File: src/rtl/alu_exec_pkg.sv
// Shared ALU opcode constants (as emitted by the ALU control decoder) and FSM encodings.
// Optional overflow detection is built only when ALU_OVF_EN is defined.
package alu_exec_pkg;

  localparam int unsigned ALUC_W = 4;

  localparam logic [ALUC_W-1:0] ALU_ADD  = 4'h0;
  localparam logic [ALUC_W-1:0] ALU_ADDU = 4'h1;
  localparam logic [ALUC_W-1:0] ALU_SUB  = 4'h2;
  localparam logic [ALUC_W-1:0] ALU_SUBU = 4'h3;
  localparam logic [ALUC_W-1:0] ALU_AND  = 4'h4;
  localparam logic [ALUC_W-1:0] ALU_OR   = 4'h5;
  localparam logic [ALUC_W-1:0] ALU_XOR  = 4'h6;
  localparam logic [ALUC_W-1:0] ALU_NOR  = 4'h7;
  localparam logic [ALUC_W-1:0] ALU_SLT  = 4'h8;
  localparam logic [ALUC_W-1:0] ALU_SLTU = 4'h9;
  localparam logic [ALUC_W-1:0] ALU_SLL  = 4'hA;
  localparam logic [ALUC_W-1:0] ALU_SRL  = 4'hB;
  localparam logic [ALUC_W-1:0] ALU_SRA  = 4'hC;

  localparam logic [1:0] ST_IDLE  = 2'd0;
  localparam logic [1:0] ST_SHIFT = 2'd1;
  localparam logic [1:0] ST_DONE  = 2'd2;

  function automatic logic is_shift(input logic [ALUC_W-1:0] op);
    return (op == ALU_SLL) || (op == ALU_SRL) || (op == ALU_SRA);
  endfunction

endpackage

File: src/rtl/alu_exec_if.sv
// Issue/result handshake bundle between ID/EX, the execute ALU and EX/MEM.
interface alu_exec_if #(
  parameter int unsigned WIDTH = 32,
  parameter int unsigned SHW   = 5,
  parameter int unsigned TAGW  = 5
) ();

  logic             in_valid;
  logic             in_ready;
  logic [3:0]       aluc;
  logic [WIDTH-1:0] a;
  logic [WIDTH-1:0] b;
  logic [SHW-1:0]   shamt;
  logic [TAGW-1:0]  tag;
  logic             flush;
  logic             out_valid;
  logic             out_ready;
  logic [WIDTH-1:0] result;
  logic [TAGW-1:0]  out_tag;
  logic             ovf;

  modport master (
    output in_valid, aluc, a, b, shamt, tag, flush, out_ready,
    input  in_ready, out_valid, result, out_tag, ovf
  );

  modport slave (
    input  in_valid, aluc, a, b, shamt, tag, flush, out_ready,
    output in_ready, out_valid, result, out_tag, ovf
  );

endinterface

File: src/rtl/alu_comb.sv
// Single-cycle ALU datapath; shift ops pass b through (the zero-shift case).
// Signed overflow is produced only when ALU_OVF_EN is defined, otherwise tied low.
module alu_comb
  import alu_exec_pkg::*;
#(
  parameter int unsigned WIDTH = 32
) (
  input  logic [ALUC_W-1:0] aluc,
  input  logic [WIDTH-1:0]  a,
  input  logic [WIDTH-1:0]  b,
  output logic [WIDTH-1:0]  result,
  output logic              ovf
);

  logic [WIDTH-1:0] sum;
  logic [WIDTH-1:0] diff;

  assign sum  = a + b;
  assign diff = a - b;

  always_comb begin
    result = '0;
    case (aluc)
      ALU_ADD, ALU_ADDU: result = sum;
      ALU_SUB, ALU_SUBU: result = diff;
      ALU_AND:           result = a & b;
      ALU_OR:            result = a | b;
      ALU_XOR:           result = a ^ b;
      ALU_NOR:           result = ~(a | b);
      ALU_SLT:           result = WIDTH'($signed(a) < $signed(b));
      ALU_SLTU:          result = WIDTH'(a < b);
      ALU_SLL, ALU_SRL, ALU_SRA: result = b;
      default:           result = '0;
    endcase
  end

`ifdef ALU_OVF_EN
  // Overflow: same-sign add flipping sign, or differing-sign subtract leaving a's sign.
  always_comb begin
    ovf = 1'b0;
    if (aluc == ALU_ADD)
      ovf = (a[WIDTH-1] == b[WIDTH-1]) && (sum[WIDTH-1] != a[WIDTH-1]);
    else if (aluc == ALU_SUB)
      ovf = (a[WIDTH-1] != b[WIDTH-1]) && (diff[WIDTH-1] != a[WIDTH-1]);
  end
`else
  assign ovf = 1'b0;
`endif

endmodule

File: src/rtl/alu_exec.sv
// Multi-cycle execute ALU: single-cycle ops via alu_comb, shifts one bit per cycle.
// Overflow reporting depends on ALU_OVF_EN (see alu_comb).
module alu_exec
  import alu_exec_pkg::*;
#(
  parameter int unsigned WIDTH = 32,
  parameter int unsigned SHW   = 5,
  parameter int unsigned TAGW  = 5
) (
  input logic       clk,
  input logic       rst_n,
  alu_exec_if.slave bus
);

  logic [1:0]        state;
  logic [1:0]        state_nx;
  logic              out_valid_q;
  logic [WIDTH-1:0]  result_q;
  logic [TAGW-1:0]   tag_q;
  logic              ovf_q;
  logic [WIDTH-1:0]  work;
  logic [WIDTH-1:0]  shifted;
  logic [SHW-1:0]    cnt;
  logic [ALUC_W-1:0] sop;
  logic [WIDTH-1:0]  comb_result;
  logic              comb_ovf;
  logic              accept;
  logic              start_shift;
  logic              last_shift;

  alu_comb #(.WIDTH(WIDTH)) u_comb (
    .aluc   (bus.aluc),
    .a      (bus.a),
    .b      (bus.b),
    .result (comb_result),
    .ovf    (comb_ovf)
  );

  assign bus.in_ready  = !bus.flush && ((state == ST_IDLE) || ((state == ST_DONE) && bus.out_ready));
  assign bus.out_valid = out_valid_q;
  assign bus.result    = result_q;
  assign bus.out_tag   = tag_q;
  assign bus.ovf       = ovf_q;

  assign accept      = bus.in_valid && bus.in_ready;
  assign start_shift = accept && is_shift(bus.aluc) && (bus.shamt != '0);
  assign last_shift  = (state == ST_SHIFT) && (cnt == SHW'(1));

  // One-bit step of the working register for the latched shift kind.
  always_comb begin
    shifted = work;
    case (sop)
      ALU_SLL: shifted = {work[WIDTH-2:0], 1'b0};
      ALU_SRL: shifted = {1'b0, work[WIDTH-1:1]};
      default: shifted = {work[WIDTH-1], work[WIDTH-1:1]};
    endcase
  end

  always_comb begin
    state_nx = state;
    if (bus.flush) begin
      state_nx = ST_IDLE;
    end else begin
      case (state)
        ST_IDLE:  if (accept) state_nx = start_shift ? ST_SHIFT : ST_DONE;
        ST_SHIFT: if (last_shift) state_nx = ST_DONE;
        ST_DONE: begin
          if (accept)             state_nx = start_shift ? ST_SHIFT : ST_DONE;
          else if (bus.out_ready) state_nx = ST_IDLE;
        end
        default:  state_nx = ST_IDLE;
      endcase
    end
  end

  always_ff @(posedge clk) begin
    if (!rst_n) begin
      state       <= ST_IDLE;
      out_valid_q <= 1'b0;
    end else begin
      state       <= state_nx;
      out_valid_q <= (state_nx == ST_DONE);
    end
  end

  // Result/tag capture and the shift engine; accept already excludes flush cycles.
  always_ff @(posedge clk) begin
    if (!rst_n) begin
      result_q <= '0;
      tag_q    <= '0;
      ovf_q    <= 1'b0;
      work     <= '0;
      cnt      <= '0;
      sop      <= '0;
    end else if (accept) begin
      tag_q <= bus.tag;
      if (start_shift) begin
        work  <= bus.b;
        cnt   <= bus.shamt;
        sop   <= bus.aluc;
        ovf_q <= 1'b0;
      end else begin
        result_q <= comb_result;
        ovf_q    <= comb_ovf;
      end
    end else if ((state == ST_SHIFT) && !bus.flush) begin
      work <= shifted;
      cnt  <= cnt - SHW'(1);
      if (last_shift) result_q <= shifted;
    end
  end

endmodule
File: src/flat_wrapper.sv
// flat-port wrapper written by rule: the top's interface ports become plain ports
module alu_exec_flat import alu_exec_pkg::*;
#(
  parameter int unsigned WIDTH = 32,
  parameter int unsigned SHW   = 5,
  parameter int unsigned TAGW  = 5
)
  (clk, rst_n, bus_in_valid, bus_aluc, bus_a, bus_b, bus_shamt, bus_tag, bus_flush, bus_out_ready, bus_in_ready, bus_out_valid, bus_result, bus_out_tag, bus_ovf);
  alu_exec_if #(.WIDTH(WIDTH), .SHW(SHW), .TAGW(TAGW)) bus_i ();
  input logic clk;
  input logic rst_n;
  input wire logic [$bits(bus_i.in_valid)-1:0] bus_in_valid;
  input wire logic [$bits(bus_i.aluc)-1:0] bus_aluc;
  input wire logic [$bits(bus_i.a)-1:0] bus_a;
  input wire logic [$bits(bus_i.b)-1:0] bus_b;
  input wire logic [$bits(bus_i.shamt)-1:0] bus_shamt;
  input wire logic [$bits(bus_i.tag)-1:0] bus_tag;
  input wire logic [$bits(bus_i.flush)-1:0] bus_flush;
  input wire logic [$bits(bus_i.out_ready)-1:0] bus_out_ready;
  output wire logic [$bits(bus_i.in_ready)-1:0] bus_in_ready;
  output wire logic [$bits(bus_i.out_valid)-1:0] bus_out_valid;
  output wire logic [$bits(bus_i.result)-1:0] bus_result;
  output wire logic [$bits(bus_i.out_tag)-1:0] bus_out_tag;
  output wire logic [$bits(bus_i.ovf)-1:0] bus_ovf;
  assign bus_i.in_valid = bus_in_valid;
  assign bus_i.aluc = bus_aluc;
  assign bus_i.a = bus_a;
  assign bus_i.b = bus_b;
  assign bus_i.shamt = bus_shamt;
  assign bus_i.tag = bus_tag;
  assign bus_i.flush = bus_flush;
  assign bus_i.out_ready = bus_out_ready;
  assign bus_in_ready = bus_i.in_ready;
  assign bus_out_valid = bus_i.out_valid;
  assign bus_result = bus_i.result;
  assign bus_out_tag = bus_i.out_tag;
  assign bus_ovf = bus_i.ovf;
  alu_exec #(.WIDTH(WIDTH), .SHW(SHW), .TAGW(TAGW)) u_core (.clk(clk), .rst_n(rst_n), .bus(bus_i));
endmodule
File: config.mk
export PLATFORM = sky130hd
export DESIGN_NAME = alu_exec_flat
export DESIGN_NICKNAME = d
export VERILOG_FILES = /design/src/rtl/alu_exec_pkg.sv /design/src/rtl/alu_exec_if.sv /design/src/rtl/alu_comb.sv /design/src/rtl/alu_exec.sv /design/src/flat_wrapper.sv
export SDC_FILE = /design/constraint.sdc
export NUM_CORES = 1
export LEC_CHECK = 0
export ABC_AREA = 0
export CORE_MARGIN = 1.5
export CORE_UTILIZATION = 45
export CTS_BUF_LIST = sky130_fd_sc_hd__clkbuf_16
export CTS_CLUSTER_DIAMETER = 50
export DETAILED_ROUTE_END_ITERATION = 6
export GPL_TIMING_DRIVEN = 0
export PLACE_DENSITY = 0.67
export SYNTH_ARGS = -nofsm -noshare
export SYNTH_HDL_FRONTEND = slang
export SYNTH_HIERARCHICAL = 1
export SYNTH_SLANG_ARGS = --single-unit
export TNS_END_PERCENT = 100
File: constraint.sdc
create_clock -name clk -period 10.68 [get_ports clk]
set_clock_uncertainty 0.15 [all_clocks]
set_input_delay 2.136 -clock clk [delete_from_list [all_inputs] [get_ports clk]]
set_output_delay 2.136 -clock clk [all_outputs]
set_load 0.01 [all_outputs]
==> results of run 1 <==
==> cell families (layout without fill, tap and decap cells) <==
logic type / Yosys count / in the layout / share of synthesized area (%)
multiplexers: 38 / 38 / 4.03
other: 1 / 1 / 0.0395
AND/OR/NAND/NOR: 406 / 406 / 19.4
adder cells (fa/ha/maj): 100 / 100 / 13.3
AO/OA/AOI/OAI: 448 / 448 / 33.9
buffers and inverters: 193 / 331 / 8.40
XOR/XNOR: 40 / 40 / 3.69
flip-flops: 82 / 82 / 17.3
==> worst max path at each step <==
stage / endpoint / slack [ps]
after detailed placement: u_core/bus.result[28] / 3740
after global routing: u_core/bus.result[28] / 3880
final: u_core/bus.result[28] / 4000
after floorplan: u_core/bus.result[28] / 5570
after global placement: u_core/bus.result[28] / 3710
after CTS: u_core/bus.result[28] / 4080
==> cells in the final DEF, fill, tap and decap left out, types with 6 or more instances in the layout <==
cell,count
a31oi_1,10
ha_1,98
mux2i_1,36
o21ai_0,80
o21bai_1,14
dfxtp_1,82
a222oi_1,29
o211ai_1,52
clkdlybuf4s50_1,122
inv_1,97
o21a_1,10
clkbuf_16,9
xnor2_1,38
a21boi_0,6
nor4_1,7
a221oi_1,9
o31ai_1,10
buf_2,16
nand2b_1,14
a211oi_1,8
buf_6,6
a21o_1,14
nand2_1,196
a21oi_1,94
nand3_1,53
clkbuf_1,61
o21ai_1,7
nor3_1,14
o2111ai_1,33
a22oi_1,6
buf_1,10
nor2_1,76
==> cell type report <==
type | count | area [um^2] | share of cell area (%)
well taps | 270 | 338 | 2.96
flip-flops and latches | 82 | 1640 | 14.4
clock inverters | 7 | 118 | 1.03
inverters | 97 | 364 | 3.19
repair buffers | 122 | 1220 | 10.7
clock buffers | 9 | 225 | 1.97
plain buffers | 96 | 434 | 3.81
multi-input cells | 1033 | 7060 | 61.9
==> through the flow <==
step | std cells | total power, uW | setup WS [ps]
2_1_floorplan | 1308 | 588 | 5570
3_3_place_gp | 1700 | 742 | 3710
3_5_place_dp | 1700 | 743 | 3740
4_1_cts | 1716 | 1100 | 4080
5_1_grt | 1716 | 1160 | 3880
6_report | 1716 | 1110 | 4000
==> sequential cells by signal, indices dropped and copies added (netlist names) <==
register	count
u_core/bus.out_tag	5
u_core/state	2
u_core/bus.result	32
u_core/bus.out_valid	1
u_core/sop	4
u_core/bus.ovf	1
u_core/cnt	5
u_core/work	32
==> tightest hold or removal path, cell delays in order, from the launching register on <==
cell and delay (ps):
dfxtp_1 310, nand2_1 50, a21oi_1 50
==> power by group through the flow <==
stage	logic [uW]	clock network (uW)	registers, uW
after floorplan	261	0	327
after global placement	417	0	325
after detailed placement	417	0	325
after CTS	421	363	318
after global routing	462	378	319
final	432	362	319
==> routing by layer <==
layer	share of wire [%]	track usage, %	up-vias
met5	0	0	-
met4	4.5	15.0	0
met3	9.9	4.72	88
met2	43	51.6	698
met1	42	46.3	5076
li1	-	-	5049
==> metrics.md, run 1 <==
| Metric | Value |
|---|---|
| First-pass DRT Iterations | 7 |
| I/O pin cnt | 123 |
| Min Tclk post-route | around 6700 ps |
| Synth area leader | dfxtp_1 |
| CP dominant cell by count | a21oi_1 |
| Rows | 52 |
| Vias per cell | between 6 and 7 |
| Pwr per Cell Area | roughly 98 nW/um^2 |
| Worst Hold End | u_core/bus.out_tag[1] |
| Total negative slack | 0 ps |
| Routed wire length | 37600 um |
| Vias in the first global route | 9928 |
| Die Y | 148 um |
| Final Cycle Share | roughly 63% |
| CTS Buffer Depth | 2 |
| NetSw | 409 uW |
| CP Max Fanout | 5 |
| GRT overflow | 0 |
| Crit path max-delay cell type | a221oi_1 |
| Post-synth top flop | dfxtp_1 |
| Outcome | complete, no violations |
| Crit path cell chain | clkdlybuf4s50_1 > ha_1 > inv_1 > fa_1 > nor2b_1 > o21ai_0 > a21oi_1 > a221oi_1 > a21oi_1 > a221oi_1 > o2111ai_1 > a311oi_1 > a21oi_1 > o211ai_1 > mux2i_1 |
| PortBufs | 122 |
| CP max stage delay | 770 ps |
| Routed Antenna Nets | 0 |
| Avg Cell Area, Syn | about 7.3 um^2 |
| Routed WL per cell | 21.9 um |
| Combinational share of power | around two fifths |
| Layout fillers | 2043 |
| Critical path depth in cells | 15 |
| Worst path bufs/invs | 2 |
| Clk slew on worst S/H paths | 60 ps |
| Tightest Pin Transition | 914 ps |
| Buffer count from post-CTS setup fixing | 0 |
| MaxCap Viol Count | 0 |
| Vias | approximately 11k |
| Core area | 20500 um^2 |
| Top post-synthesis cells by count | nand2_1, ha_1, inv_1 |
| Hold Path Origin | u_core/bus.out_tag[1] |
| Synth top area cells | dfxtp_1, ha_1, nand2_1 |
| Async set-reset flop share out of synthesis | 0% |
| Drt drc | 0 |
| Initial drt markers | roughly 1.5k |
| Synth Instances | 1308 |
| CTS sink count | 82 |
| Clock root buffer | clkbuf_16 |
| Sw frac | a little under two fifths |
| Initial core utilization | about 46% |
| Data arrival, critical path | 6760 ps |
| Sequential share of the synthesized area | 17.3% |
| RSZ-0062 raised after global routing | no |
| Setup Crit Path Kind | in2reg |
| Area share of the largest cell type after synthesis | 17.3% |
| Die Wd | 148 um |
| Latest clock arrival within the worst-skew pair | roughly 350 ps |
| P_int | around 700 uW |
| RR Endpoint | u_core/bus.result[31] |
| Worst r2r src | u_core/state[1] |
| Sequential power share | 28.6% |
| Hold Buf Count CTS | 0 |
| Post-cts sizing count | 0 |
| Fin util | 55.7% |
| Antenna violations before repair | 0 |
| Hold Slack | just over 300 ps |
| Syn nets | between 1k and 1.5k |
| H-tree depth | 3 |
| Worst path required time | between 10000 and 15000 ps |
| Slack of the worst reg-to-reg path | 8420 ps |
| Post-Syn Area | 9500 um^2 |
| GPL Wtd Cong | 0.957 |
| CP Launch Point | bus_b[0] |
| R2R cell count | 6 |
| Layout cell share with drive strength beyond 1 | 5.12% |
| Synth Warn # | 6 |
| CP delay by family, top | compound AO/OA/AOI/OAI gates |
| Hold crit path type | reg2reg |
| CP endpoint kind | flip-flop |
| DP HPWL | roughly 29000 um |
| FF+latch count, synth | just over 80 |
| Antenna diodes | 0 |
| Crit path launch type | input port |
| Gr usage total | 33.5% |
| Slew Limit Fails | 0 |
| Clock tree from TritonCTS | yes |
| Largest net degree at the start of global routing | 15 |
| Leakage | roughly 0.0045 uW |
| Distinct cells, synth | 86 |
| Area after DPL | roughly 11000 um^2 |
| Clock power share | 32.5% |
| Fmax | 150 MHz |
| Hold path depth | 2 |
| Global-route wire length before repair | 57000 um |
| Final instance area | 11400 um^2 |
| Die ar. | between 20000 and 25000 um^2 |
| Number of synthesized flops with an enable pin | 0 |
| Nets | 1624 |
| Most instantiated library cell after synthesis | nand2_1 |
| Maximum VDD drop | 0.0000687 V |
| Final hold vios | 0 |
| Total CTS buffers | 9 |
| Area delta synth->final | 20.0% |
| Slew Limit Headroom | 38.6% |
| Final Setup Violations | 0 |
No activity file was read; power rests on OpenSTA's default activity.
==> run 2: changes to the inputs <==
==> constraint.sdc (replaced) <==
create_clock -name clk -period 6.5 [get_ports clk]
set_clock_uncertainty 0.15 [all_clocks]
set_input_delay 1.3 -clock clk [delete_from_list [all_inputs] [get_ports clk]]
set_output_delay 1.3 -clock clk [all_outputs]
set_load 0.01 [all_outputs]
==> results of run 2 <==
Same layout as run 1 (identical final DEF). Status: complete, no violations.
Main changes from that run: setup slack after placement 3740 ps -> 393 ps; setup slack after layout 4000 ps -> 654 ps; register-to-register setup slack 8420 ps -> 4240 ps; total power 1110 uW -> 1830 uW; worst IR drop on VDD 0.0000687 V -> 0.000113 V
==> run 3: changes to the inputs <==
--- a/config.mk
+++ b/config.mk
@@ -7,12 +7,14 @@
 export LEC_CHECK = 0
 export ABC_AREA = 0
 export CORE_MARGIN = 1.5
-export CORE_UTILIZATION = 45
+export CORE_UTILIZATION = 56
 export CTS_BUF_LIST = sky130_fd_sc_hd__clkbuf_16
 export CTS_CLUSTER_DIAMETER = 50
 export DETAILED_ROUTE_END_ITERATION = 6
+export GPL_ROUTABILITY_DRIVEN = 1
 export GPL_TIMING_DRIVEN = 0
-export PLACE_DENSITY = 0.67
+export PLACE_DENSITY = 0.81
+export SLEW_MARGIN = 10
 export SYNTH_ARGS = -nofsm -noshare
 export SYNTH_HDL_FRONTEND = slang
 export SYNTH_HIERARCHICAL = 1
==> metrics.md, run 3 (same netlist as run 1, synthesis figures left out) <==
| Metric | Value |
|---|---|
| Vias per cell | 6.68 (was 6.36) |
| Latest clock arrival within the worst-skew pair | 340 ps (was 350 ps) |
| R2R cell count | 6 (unchanged) |
| P_int | 1150 uW (was 1160 uW) |
| Outcome | finished with violations (was complete, no violations) |
| Maximum VDD drop | 0.000151 V (was 0.000113 V) |
| Global-route wire length before repair | 56700 um (was 57000 um) |
| Vias in the first global route | 10.2k (was 9928) |
| Commonest non-fill, non-tap cell in the layout | nand2_1 (unchanged) |
| Clock power share | 31.9% (was 32.5%) |
| Combinational share of power | 39.2% (was 38.9%) |
| Worst path required time | 6570 ps (about the same) |
| Initial drt markers | 1806 (was 1512) |
| Vias | 11.1k (was 10.9k) |
| Hold path depth | 2 (unchanged) |
| Buffer count from post-CTS setup fixing | 0 (unchanged) |
| MaxCap Viol Count | 0 (unchanged) |
| GRT overflow | 0 (unchanged) |
| Slew Limit Fails | 0 (unchanged) |
| I/O pin cnt | 123 (unchanged) |
| Most frequent cells in the layout | nand2_1, clkdlybuf4s50_1, inv_1, ha_1, a21oi_1 (was nand2_1, clkdlybuf4s50_1, ha_1) |
| RSZ-0062 raised after global routing | no (unchanged) |
| Data arrival, critical path | 5950 ps (was 5920 ps) |
| Die Wd | 133 um (was 148 um) |
| Crit path launch type | input port (unchanged) |
| Hold Buf Count CTS | 0 (unchanged) |
| Largest net degree at the start of global routing | 14 (was 15) |
| Gr usage total | 40.6% (was 33.5%) |
| CTS sink count | 82 (unchanged) |
| Nets | 1624 (unchanged) |
| Clk slew on worst S/H paths | 60 ps (about the same) |
| Final non-filler cell total | 1665 (was 1716) |
| Drt drc | 20 (was 0) |
| Routed WL per cell | 22.2 um (was 21.9 um) |
| CP endpoint kind | flip-flop (unchanged) |
| Total CTS buffers | 9 (unchanged) |
| Pwr per Cell Area | 160 nW/um^2 (about the same) |
| Cell count after placement | 1650 (was 1700) |
| Clock tree from TritonCTS | yes (unchanged) |
| Final hold vios | 0 (unchanged) |
| Sw frac | 36.2% (was 36.7%) |
| NetSw | 655 uW (was 671 uW) |
| Layout fillers | 1521 (was 2043) |
| Layout cell share with drive strength beyond 1 | 4.91% (was 5.12%) |
| Die ar. | 17800 um^2 (was 22000 um^2) |
| Area delta synth->final | 19.2% (was 20.0%) |
| Failing checks | design-rule violations |
| Final Cycle Share | 90.4% (was 89.9%) |
| CTS Buffer Depth | 2 (unchanged) |
| Final Setup Violations | 0 (unchanged) |
| Leakage | 0.00449 uW (about the same) |
| Tightest Pin Transition | 896 ps (was 914 ps) |
| Initial core utilization | 57.3% (was 46.4%) |
| Sequential power share | 29.0% (was 28.6%) |
| GPL Wtd Cong | 1.04 (was 0.957) |
| Post-cts sizing count | 0 (unchanged) |
| DP HPWL | 28200 um (was 29100 um) |
| Rows | 47 (was 52) |
| Clock root buffer | clkbuf_16 (unchanged) |
| Multi-input logic area | 7060 um^2 (unchanged) |
| PortBufs | 122 (unchanged) |
| Register cell area after layout | 1640 um^2 (unchanged) |
| CP Max Fanout | 5 (unchanged) |
| Setup Crit Path Kind | in2reg (unchanged) |
| H-tree depth | 3 (unchanged) |
| Antenna diodes | 0 (unchanged) |
| Antenna violations before repair | 0 (unchanged) |
| Min Tclk post-route | 5880 ps (was 5850 ps) |
| Routed Antenna Nets | 0 (unchanged) |
| Slew Limit Headroom | 39.8% (was 38.6%) |
| First-pass DRT Iterations | 7 (unchanged) |
| Total negative slack | 0 ps (unchanged) |
| Core area | 16600 um^2 (was 20500 um^2) |
| Hold crit path type | reg2reg (unchanged) |
| Routed wire length | 37000 um (was 37600 um) |
| Fmax | 170 MHz (was 171 MHz) |
| Die Y | 133 um (was 148 um) |
## run 3: changes by cell type in the layout (fill, tap and decap cells not counted)
cell and delta:
clkinv_1 +1, inv_6 +1, clkinv_2 -2, clkinv_4 -2
inv_1 +1
## run 3: critical path, cell delays in order
cell	delay [ps]
clkdlybuf4s50_1	600
ha_1	230
inv_1	60
fa_1	430
nor2b_1	170
o21ai_0	380
a21oi_1	200
a221oi_1	560
a21oi_1	310
a221oi_1	750
o2111ai_1	190
a311oi_1	280
a21oi_1	130
o211ai_1	250
mux2i_1	110
## run 3: final timing paths
path / from / to / slack [ps]
setup / recovery: bus_b[0] / u_core/bus.result[28] / 620
hold / removal: u_core/bus.ovf / u_core/bus.ovf / 300
hold reg to reg: u_core/bus.ovf / u_core/bus.ovf / 300
setup reg to reg: u_core/state[1] / u_core/bus.result[31] / 4180
## run 3: final cells by class
type	count	area share, %
timing repair buffer	122	10.8
sequential	82	14.5
clock inverter	6	0.939
buffer	96	3.83
inverter	97	3.21
multi-input combinational	1033	62.3
tap	220	2.43
clock buffer	9	1.99
## run 3: stage by stage
step | hold slack (ps) | total power [uW] | utilization, % | setup WS [ps] | area (um^2)
CTS | 308 | 1780 | 68.3 | 758 | 11300
floorplan | 288 | 966 | - | 2220 | 9500
global placement | 291 | 1210 | 66.3 | 391 | 11000
detailed placement | 298 | 1210 | 66.3 | 418 | 11000
global route | 322 | 1880 | 68.3 | 492 | 11300
finish | 305 | 1810 | 68.3 | 623 | 11300
## run 3: per-layer routing
metal,share of wire [%],track usage (%)
met1,39,53.8
met2,44,62.6
met3,11,7.23
met4,6.0,22.6
met5,0,0
## run 3: power groups by stage
stage / combinational, uW / clock [uW] / sequential [uW]
after global routing: 754 / 605 / 525
after CTS: 684 / 576 / 523
after floorplan: 430 / 0 / 537
after global placement: 673 / 0 / 534
after detailed placement: 678 / 0 / 534
final: 709 / 576 / 524
